--- src/rtl/loader_pkg.sv ---
// Shared types and constants for the instruction-memory boot loader.
package loader_pkg;

    typedef enum logic [2:0] {
        IDLE, LEN0, LEN1, DATA, CSUM, RUN, ERR
    } state_e;

    localparam logic [7:0] SYNC_BYTE_DEF = 8'hA5;
    localparam int         LEN_W         = 16;
    localparam int         CSUM_W        = 8;

    // Byte address of a word: base plus zero-extended 4*index, 32-bit wrap.
    function automatic logic [31:0] word_addr(input logic [31:0] base,
                                              input logic [LEN_W-1:0] idx);
        return base + {14'd0, idx, 2'b00};
    endfunction

endpackage

--- src/rtl/word_assembler.sv ---
// Packs bytes LSB-first into a 32-bit word and pulses word_valid_o the cycle
// after the fourth byte of each word is shifted in.
module word_assembler (
    input  logic        clk,
    input  logic        rst,
    input  logic        clear_i,
    input  logic        shift_i,
    input  logic [7:0]  byte_i,
    output logic [1:0]  byte_idx_o,
    output logic [31:0] word_o,
    output logic        word_valid_o
);

    logic [1:0]  idx_q;
    logic [31:0] sr_q;
    logic        wv_q;

    // NOTE: sequential state uses non-blocking assignments so every register
    // samples pre-edge values regardless of statement order.
    always_ff @(posedge clk or posedge rst) begin
        if (rst) begin
            idx_q <= 2'd0;
            sr_q  <= 32'd0;
            wv_q  <= 1'b0;
        end else if (clear_i) begin
            idx_q <= 2'd0;
            sr_q  <= 32'd0;
            wv_q  <= 1'b0;
        end else begin
            wv_q <= shift_i && (idx_q == 2'd3);
            if (shift_i) begin
                sr_q  <= {byte_i, sr_q[31:8]};
                idx_q <= idx_q + 2'd1;
            end
        end
    end

    assign byte_idx_o   = idx_q;
    assign word_o       = sr_q;
    assign word_valid_o = wv_q;

endmodule

--- src/rtl/imem_boot_loader.sv ---
// Frame-driven instruction memory loader: parses SYNC/LEN/DATA/CSUM bytes,
// writes packed words to instruction memory, then releases the core.
module imem_boot_loader
    import loader_pkg::*;
#(
    parameter int          IMEM_DEPTH = 1024,
    parameter logic [31:0] BASE_ADDR  = 32'h0000_0000,
    parameter logic [7:0]  SYNC_BYTE  = SYNC_BYTE_DEF
) (
    input  logic              clk,
    input  logic              rst,
    input  logic [7:0]        rx_data,
    input  logic              rx_valid,
    output logic              rx_ready,
    input  logic              reload,
    output logic [31:0]       instr_addr,
    output logic [31:0]       instr_data,
    output logic              instr_we,
    output logic              start,
    output logic              load_done,
    output logic              load_err,
    output logic [LEN_W-1:0]  word_cnt
);

    state_e              state_q, state_d;
    logic [LEN_W-1:0]    len_q, len_d;
    logic [CSUM_W-1:0]   sum_q, sum_d;
    logic [LEN_W-1:0]    word_cnt_q, word_cnt_d;

    logic                accept, frame_start, shift;
    logic                word_valid;
    logic [1:0]          byte_idx;
    logic [31:0]         word;
    logic [LEN_W-1:0]    n_full;
    logic [CSUM_W-1:0]   sum_next;

    word_assembler u_asm (
        .clk          (clk),
        .rst          (rst),
        .clear_i      (reload | frame_start),
        .shift_i      (shift),
        .byte_i       (rx_data),
        .byte_idx_o   (byte_idx),
        .word_o       (word),
        .word_valid_o (word_valid)
    );

    // Stalling input during the strobe keeps writes and byte accepts disjoint.
    assign rx_ready = (state_q inside {IDLE, LEN0, LEN1, DATA, CSUM}) && !word_valid;
    assign accept   = rx_valid && rx_ready;
    assign instr_we = word_valid && !reload;
    assign n_full   = {rx_data, len_q[7:0]};
    assign sum_next = sum_q + rx_data;

    always_comb begin
        // NOTE: every variable gets a default first so no path leaves it
        // unassigned, which would otherwise infer a latch.
        state_d     = state_q;
        len_d       = len_q;
        sum_d       = sum_q;
        word_cnt_d  = word_cnt_q;
        frame_start = 1'b0;
        shift       = 1'b0;

        if (instr_we) word_cnt_d = word_cnt_q + 16'd1;

        if (accept) begin
            unique case (state_q)
                IDLE: if (rx_data == SYNC_BYTE) begin
                    state_d     = LEN0;
                    sum_d       = '0;
                    word_cnt_d  = '0;
                    frame_start = 1'b1;
                end
                LEN0: begin
                    len_d[7:0] = rx_data;
                    sum_d      = sum_next;
                    state_d    = LEN1;
                end
                LEN1: begin
                    len_d[15:8] = rx_data;
                    sum_d       = sum_next;
                    if ({16'd0, n_full} > 32'(IMEM_DEPTH)) state_d = ERR;
                    else if (n_full == '0)                 state_d = CSUM;
                    else                                   state_d = DATA;
                end
                DATA: begin
                    shift = 1'b1;
                    sum_d = sum_next;
                    // Earlier words have already been counted by their strobes.
                    if (byte_idx == 2'd3 && (word_cnt_q + 16'd1) == len_q)
                        state_d = CSUM;
                end
                CSUM: begin
                    sum_d   = sum_next;
                    state_d = (sum_next == '0) ? RUN : ERR;
                end
                default: ;
            endcase
        end

        if (reload) state_d = IDLE;
    end

    always_ff @(posedge clk or posedge rst) begin
        if (rst) begin
            state_q    <= IDLE;
            len_q      <= '0;
            sum_q      <= '0;
            word_cnt_q <= '0;
        end else begin
            state_q    <= state_d;
            len_q      <= len_d;
            sum_q      <= sum_d;
            word_cnt_q <= word_cnt_d;
        end
    end

    assign instr_addr = word_addr(BASE_ADDR, word_cnt_q);
    assign instr_data = word;
    assign start      = (state_q == RUN);
    assign load_done  = (state_q == RUN);
    assign load_err   = (state_q == ERR);
    assign word_cnt   = word_cnt_q;

endmodule

--- config.mk ---
export PLATFORM = sky130hd
export DESIGN_NAME = imem_boot_loader
export DESIGN_NICKNAME = d
export VERILOG_FILES = /design/src/rtl/loader_pkg.sv /design/src/rtl/word_assembler.sv /design/src/rtl/imem_boot_loader.sv
export SDC_FILE = /design/constraint.sdc
export NUM_CORES = 1
export LEC_CHECK = 0
export CORE_MARGIN = 5
export CORE_UTILIZATION = 47
export CTS_CLUSTER_SIZE = 25
export DETAILED_ROUTE_END_ITERATION = 12
export PLACE_DENSITY = 0.79
export SLEW_MARGIN = 10
export SYNTH_ARGS = -nofsm -noshare
export SYNTH_HDL_FRONTEND = slang
export SYNTH_SLANG_ARGS = --single-unit
--- constraint.sdc ---
create_clock -name clk -period 2.4 [get_ports clk]
set_input_delay 0.24 -clock clk [delete_from_list [all_inputs] [get_ports clk]]
set_output_delay 0.24 -clock clk [all_outputs]
set_load 0.02 [all_outputs]
Word level (Yosys, flattened, before mapping)
Index checks and enable logic that the tools add are counted.

Add/sub/neg operators: 3. Magnitude comparators: 1. Eq/ne operators: 12. Mux-type cells: 24. Bitwise gates (word level): 1. Reduce and logical (&&, ||, !) cells: 20.

Operator list (number): 16-bit 2-to-1 mux (4); 32-bit 2-to-1 mux (2); 3-bit 2-to-1 mux (6); 16-bit by 1-bit adder with 16-bit output, second input constant (1); 16-bit == test (1); 16-bit by 11-bit > comparator with 1-bit output, second input constant (1); 16-bit logical NOT (1); 8-bit one-hot mux with 2 select lines (1); 3-bit one-hot mux with 5 select lines (1); 3-bit == test, second input constant (3); 8-bit adder (1); 8-bit == test, second input constant (1); 8-bit logical NOT (1); 8-bit 2-to-1 mux (1); 3-bit by 2-bit == test with 1-bit output, second input constant (2); 1-bit 2-to-1 mux (6); 2-bit 2-to-1 mux (3); 3-bit by 2-bit inequality test with 1-bit output, second input constant (2); 2-bit nonzero test (3); 6-bit nonzero test (1); 1-bit logical AND (5); 5-bit nonzero test (1); 2-bit AND reduction (2); 4-bit AND reduction (1); 9 further kinds (10).

Register bits: 78. Input bits: 12. Output and inout port bits: 85. Word-level logic and storage cells: 69.

Depth between registers and ports, before layout
Depth after elaboration: 7. Gate-level depth with buffers: 9. Depth with buffers taken out: 9.

Hierarchy
From an unflattened synthesis, not the netlist that was laid out.

Cells, all modules: 456. Area total of the unflattened synthesis: 4520.6 um2.

By module, submodules not included: imem_boot_loader (times used 1, cells an instance 341, area each 3060.4 um2, seq. area each 1076.0 um2); word_assembler (times used 1, cells an instance 115, area each 1460.2 um2, seq. area each 875.8 um2).

Least setup slack after synthesis
OpenSTA, ideal clock, no wires.

Kind: register -> register. Start: reg word_cnt_q[0], in the netlist word_cnt[0]. End: reg state_q[1]. Setup time: 125 ps. Data arrival time: 2332 ps. Required time: 2275 ps. Slack: -57 ps. Stages on the path, launching flop included: 7. Path buffers: 0. Period minus slack after synthesis: 2457 ps. Cell sequence: dfrtp_1 ha_1 nand3_4 or4_4 a2111oi_2 a31o_2 mux2_4.

Word-level cells in the longest chain between the ends: 5.

RTL lines: start: declaration (line imem_boot_loader.sv:28) `logic [LEN_W-1:0] word_cnt_q, word_cnt_d;`; start signal: assignment (line imem_boot_loader.sv:115) `word_cnt_q <= word_cnt_d;`; 16-bit by 1-bit adder with 16-bit output (line imem_boot_loader.sv:91) `if (byte_idx == 2'd3 && (word_cnt_q + 16'd1) == len_q)`; 16-bit == test (line imem_boot_loader.sv:91); 1-bit logical AND (line imem_boot_loader.sv:91); 3-bit by 2-bit inequality test with 1-bit output (no line); 4-bit AND reduction (no line); end signal: assignment (line imem_boot_loader.sv:112) `state_q <= state_d;`; end: declaration (line imem_boot_loader.sv:25) `state_e state_q, state_d;`.

Every way passes these cells. A chain may end at the register's enable or synchronous reset.

Final worst setup path
Start: reg sum_q[0]. End: reg state_q[1].

Word-level cells in the longest chain between the ends: 6.

RTL lines: start: declaration (line imem_boot_loader.sv:27) `logic [CSUM_W-1:0] sum_q, sum_d;`; start signal: assignment (line imem_boot_loader.sv:114) `sum_q <= sum_d;`; 8-bit adder (line imem_boot_loader.sv:53) `assign sum_next = sum_q + rx_data;`; 8-bit logical NOT (line imem_boot_loader.sv:96) `state_d = (sum_next == '0) ? RUN : ERR;`; 2-bit 2-to-1 mux (line imem_boot_loader.sv:96); 3-bit one-hot mux with 5 select lines (line imem_boot_loader.sv:68) `unique case (state_q)`; 3-bit 2-to-1 mux (line imem_boot_loader.sv:67) `if (accept) begin`; 3-bit 2-to-1 mux (line imem_boot_loader.sv:102) `if (reload) state_d = IDLE;`.

Every way passes these cells. The select of a mux whose other input is x is not followed.

==> flow_results.xml <==
<?xml version="1.0" encoding="UTF-8"?>
<metrics>
  <group name="logic_synthesis">
    <metric name="synth_cell_types" unit="">62</metric>
    <metric name="async_reset_ff_share" unit="%">100</metric>
    <metric name="number_of_synthesized_flops_with_an_enable_pin" unit="">0</metric>
    <metric name="post_synth_inst_count" unit="">491</metric>
    <metric name="ys_ff_latch" unit="">78</metric>
    <metric name="synth-main-ff-cell" unit="">sky130_fd_sc_hd__dfrtp_1</metric>
    <metric name="synth_common_cells" unit="">sky130_fd_sc_hd__nand2_1, sky130_fd_sc_hd__dfrtp_1, sky130_fd_sc_hd__a21oi_1</metric>
    <metric name="netlist.top_cell.by_area" unit="">sky130_fd_sc_hd__dfrtp_1</metric>
    <metric name="syn-mean-instance-area" unit="um^2">9.25</metric>
    <metric name="synth.area.top_cells" unit="">sky130_fd_sc_hd__dfrtp_1, sky130_fd_sc_hd__nand2_1, sky130_fd_sc_hd__buf_4</metric>
    <metric name="synth-seq-area-share" unit="%">43.0</metric>
    <metric name="synth_top_area_share" unit="%">43.0</metric>
    <metric name="yosys.cell_count.top_type" unit="">sky130_fd_sc_hd__nand2_1</metric>
    <metric name="synth_area" unit="um^2">4540</metric>
    <metric name="ys.warnings.count" unit="">0</metric>
  </group>
  <group name="grt">
    <metric name="global_route.overflow_total" unit="">0</metric>
    <metric name="global_route_wire_length_before_repair" unit="um">18900</metric>
    <metric name="grt_antenna_before_repair" unit="">0</metric>
    <metric name="grt_max_degree" unit="">64</metric>
    <metric name="global_route.usage.total" unit="%">20.2</metric>
    <metric name="via_count_of_the_first_global_routing_pass" unit="">3868</metric>
  </group>
  <group name="clock_network">
    <metric name="cts-root-to-sink-buffers" unit="">2</metric>
    <metric name="clock-sinks" unit="">78</metric>
    <metric name="insertion_delay" unit="ns">0.36</metric>
    <metric name="cts_inserted_buffers" unit="">9</metric>
    <metric name="tritoncts" unit="">yes</metric>
    <metric name="clkTransAtPathRegs" unit="ns">0.09</metric>
    <metric name="cts.hold.buffers_added" unit="">0</metric>
    <metric name="clock_tree.htree_level_count" unit="">3</metric>
    <metric name="cts_root_buffer" unit="">sky130_fd_sc_hd__clkbuf_8</metric>
  </group>
  <group name="finish">
    <metric name="layout.nets" unit="">608</metric>
    <metric name="layout_fillers" unit="">767</metric>
    <metric name="diodes" unit="">0</metric>
    <metric name="post_route_cells_drive_above_1_share" unit="%">18.3</metric>
    <metric name="syn_to_final_growth" unit="%">30.1</metric>
  </group>
  <group name="place">
    <metric name="io_buffers" unit="">80</metric>
    <metric name="routability_congestion_estimate_from_global_placement" unit="">0.902</metric>
    <metric name="place_ws" unit="ns">-0.421</metric>
    <metric name="dpl.hpwl" unit="um">8320</metric>
  </group>
  <group name="power">
    <metric name="leakage" unit="nW">2.52</metric>
    <metric name="power.share.switching" unit="%">36.0</metric>
    <metric name="power.combinational.fraction" unit="%">39.5</metric>
    <metric name="max-vdd-ir-drop" unit="V">0.000602</metric>
    <metric name="seqPwrFrac" unit="%">37.2</metric>
    <metric name="p_per_area" unit="nW/um^2">828</metric>
    <metric name="clock_power_share" unit="%">23.3</metric>
    <metric name="power_switching" unit="mW">1.76</metric>
    <metric name="internal_power" unit="mW">3.13</metric>
  </group>
  <group name="critical_path">
    <metric name="crit_path_end_kind" unit="">flip-flop</metric>
    <metric name="crit_path_cell_trace" unit="">ha_2 -&gt; buf_6 -&gt; a211o_1 -&gt; a211oi_2 -&gt; o21ai_2 -&gt; a2111oi_4 -&gt; a2111oi_2 -&gt; mux2_4</metric>
    <metric name="worstReg2RegStart" unit="">sum_q[0]</metric>
    <metric name="crit_family" unit="">compound AO/OA/AOI/OAI gates</metric>
    <metric name="cell_with_the_largest_stage_delay_on_the_worst_path" unit="">sky130_fd_sc_hd__dfrtp_1</metric>
    <metric name="worstPathBufferInverterCount" unit="">1</metric>
    <metric name="worst_setup_path_start_kind" unit="">flip-flop</metric>
    <metric name="slowest_delay" unit="ns">0.41</metric>
    <metric name="timing.reg2reg.setup_slack" unit="ns">0.04</metric>
    <metric name="path_max_fanout" unit="">3</metric>
    <metric name="worstSetupPathType" unit="">reg -&gt; reg</metric>
    <metric name="regToRegEndpoint" unit="">state_q[1]</metric>
    <metric name="reg2regPathDepth" unit="">8</metric>
    <metric name="data_arrival_time_of_the_critical_path" unit="ns">2.61</metric>
    <metric name="required" unit="ns">2.64</metric>
  </group>
  <group name="detailed_routing">
    <metric name="routed_wire_length_per_instance" unit="um">15.9</metric>
    <metric name="wl" unit="um">11400</metric>
    <metric name="drcViolationCount" unit="">0</metric>
    <metric name="routed_via_density" unit="">5.40</metric>
    <metric name="drt_antenna_net_count" unit="">0</metric>
    <metric name="drt-pass1-iter-count" unit="">4</metric>
    <metric name="detail_route.iter0.violations" unit="">194</metric>
    <metric name="detailroute.via_count" unit="">3888</metric>
  </group>
  <group name="run_status">
    <metric name="run_status" unit="">complete, no violations</metric>
  </group>
  <group name="timing">
    <metric name="finClkSkew" unit="ns">0.0105</metric>
    <metric name="setup-tns-final" unit="ns">0</metric>
    <metric name="max_clock_freq" unit="GHz">0.423</metric>
    <metric name="grt_setup_unrepaired" unit="">true</metric>
    <metric name="timing.final.crit_share" unit="%">98.5</metric>
    <metric name="layout_min_cycle_time" unit="ns">2.36</metric>
    <metric name="timing.hold.ws" unit="ns">0.172</metric>
    <metric name="drv_slew" unit="">0</metric>
    <metric name="hold_viol_final" unit="">0</metric>
    <metric name="setup_viol" unit="">0</metric>
    <metric name="finalWorstSetupSlack" unit="ns">0.0362</metric>
  </group>
  <group name="floorplan">
    <metric name="dieArea" unit="um^2">11700</metric>
    <metric name="fp_rows" unit="">35</metric>
    <metric name="core" unit="um^2">9330</metric>
    <metric name="floorplan.initialDensity" unit="%">48.7</metric>
    <metric name="pin_count" unit="">97</metric>
    <metric name="die-width" unit="um">108</metric>
    <metric name="die_h" unit="um">108</metric>
  </group>
  <group name="job">
    <metric name="cap_viol_max_count" unit="">0</metric>
  </group>
  <group name="hold_path">
    <metric name="hold_class" unit="">in -&gt; async</metric>
  </group>
</metrics>
[sequential cells by signal, summed over array words and instances (netlist names)]
| signal | flops |
|---|---|
| word_cnt | 16 |
| u_asm.word_valid_o | 1 |
| u_asm.word_o | 32 |
| state_q | 3 |
| len_q | 16 |
| sum_q | 8 |
| u_asm.byte_idx_o | 2 |
[cell type report]
cell class	count	area [um^2]	area share [%]
Multi-Input combinational cell	361	2320	39.3
Sequential cell	78	1950	33.1
Timing Repair Buffer	126	1200	20.4
Tap cell	129	161	2.73
Clock buffer	9	124	2.10
Clock inverter	7	106	1.80
Inverter	10	37.5	0.635
[layer usage]
metal	vias to the layer above	track usage [%]	part of all wire [%]
met5	-	0	0
met4	0	5.32	1.3
met3	15	5.07	5.7
met2	114	33.8	50
met1	1908	26.1	43
li1	1851	-	-
[power by group through the flow]
| stage | logic [mW] | registers (mW) | clock network [mW] |
|---|---|---|---|
| CTS | 1.79 | 1.81 | 1.16 |
| global route | 2.11 | 1.86 | 1.22 |
| global placement | 1.70 | 1.82 | 0 |
| detailed placement | 1.77 | 1.84 | 0 |
| finish | 1.93 | 1.82 | 1.14 |
| floorplan | 1.28 | 1.77 | 0 |
[cells by family (layout without fill, tap and decap cells)]
family | count (synthesis) | count (layout) | share of synthesized area, %
DFF | 78 | 78 | 43.0
xor gates and xnor gates | 32 | 32 | 6.17
other | 1 | 16 | 0.0826
AOI/OAI and AO/OA | 101 | 101 | 14.2
adders and majority gates | 10 | 10 | 2.92
muxes | 19 | 19 | 4.74
and+or+nand+nor | 183 | 183 | 20.2
buffers and inverters | 67 | 152 | 8.71
[placed cells by master, fill, tap and decap left out, types with 9 or more instances in the layout]
cell and count:
sky130_fd_sc_hd__clkdlybuf4s50_1 78, sky130_fd_sc_hd__xnor2_1 20, sky130_fd_sc_hd__buf_4 41, sky130_fd_sc_hd__nand3_1 10, sky130_fd_sc_hd__a21oi_1 49, sky130_fd_sc_hd__xor2_1 12
sky130_fd_sc_hd__nand2_1 82, sky130_fd_sc_hd__dfrtp_1 77, sky130_fd_sc_hd__clkbuf_8 9, sky130_fd_sc_hd__nor2_1 30, sky130_fd_sc_hd__o21ai_0 11, sky130_fd_sc_hd__nor3_1 9
sky130_fd_sc_hd__mux2_2 16, sky130_fd_sc_hd__conb_1 16
[per-stage QoR]
| stage | cells | area, um^2 | power [mW] | utilization, % |
|---|---|---|---|---|
| floorplan | 506 | 4600 | 3.04 | - |
| CTS | 717 | 5810 | 4.76 | 62.3 |
| global placement | 700 | 5570 | 3.52 | 59.7 |
| global route | 720 | 5910 | 5.19 | 63.3 |
| detailed placement | 700 | 5570 | 3.61 | 59.7 |
| finish | 720 | 5910 | 4.89 | 63.3 |
[worst register-to-register path, stage by stage (launching register included)]
cell	delay [ns]
sky130_fd_sc_hd__dfrtp_1	0.41
sky130_fd_sc_hd__ha_2	0.22
sky130_fd_sc_hd__buf_6	0.12
sky130_fd_sc_hd__a211o_1	0.29
sky130_fd_sc_hd__a211oi_2	0.29
sky130_fd_sc_hd__o21ai_2	0.13
sky130_fd_sc_hd__a2111oi_4	0.41
sky130_fd_sc_hd__a2111oi_2	0.13
sky130_fd_sc_hd__mux2_4	0.28
[how the worst max path moves through the flow]
stage | startpoint | endpoint | cells past startpoint
finish | sum_q[0] | state_q[1] | 8
global route | sum_q[0] | state_q[1] | 8
CTS | sum_q[0] | state_q[1] | 8
detailed placement | rx_data[0] | state_q[1] | 9
global placement | rx_data[0] | state_q[1] | 9
floorplan | rst | word_cnt[0] | 1
[what timing repair did]
| action | 4_1_cts | 5_1_grt |
|---|---|---|
| buffers inserted | 1 | 3 |
| setup endpoints to repair | 1 | 4 |
| pin swaps | 3 | 8 |
| gates cloned | 0 | 0 |
| gates resized for setup | 3 | 14 |
(Power assumes the default switching activity.)
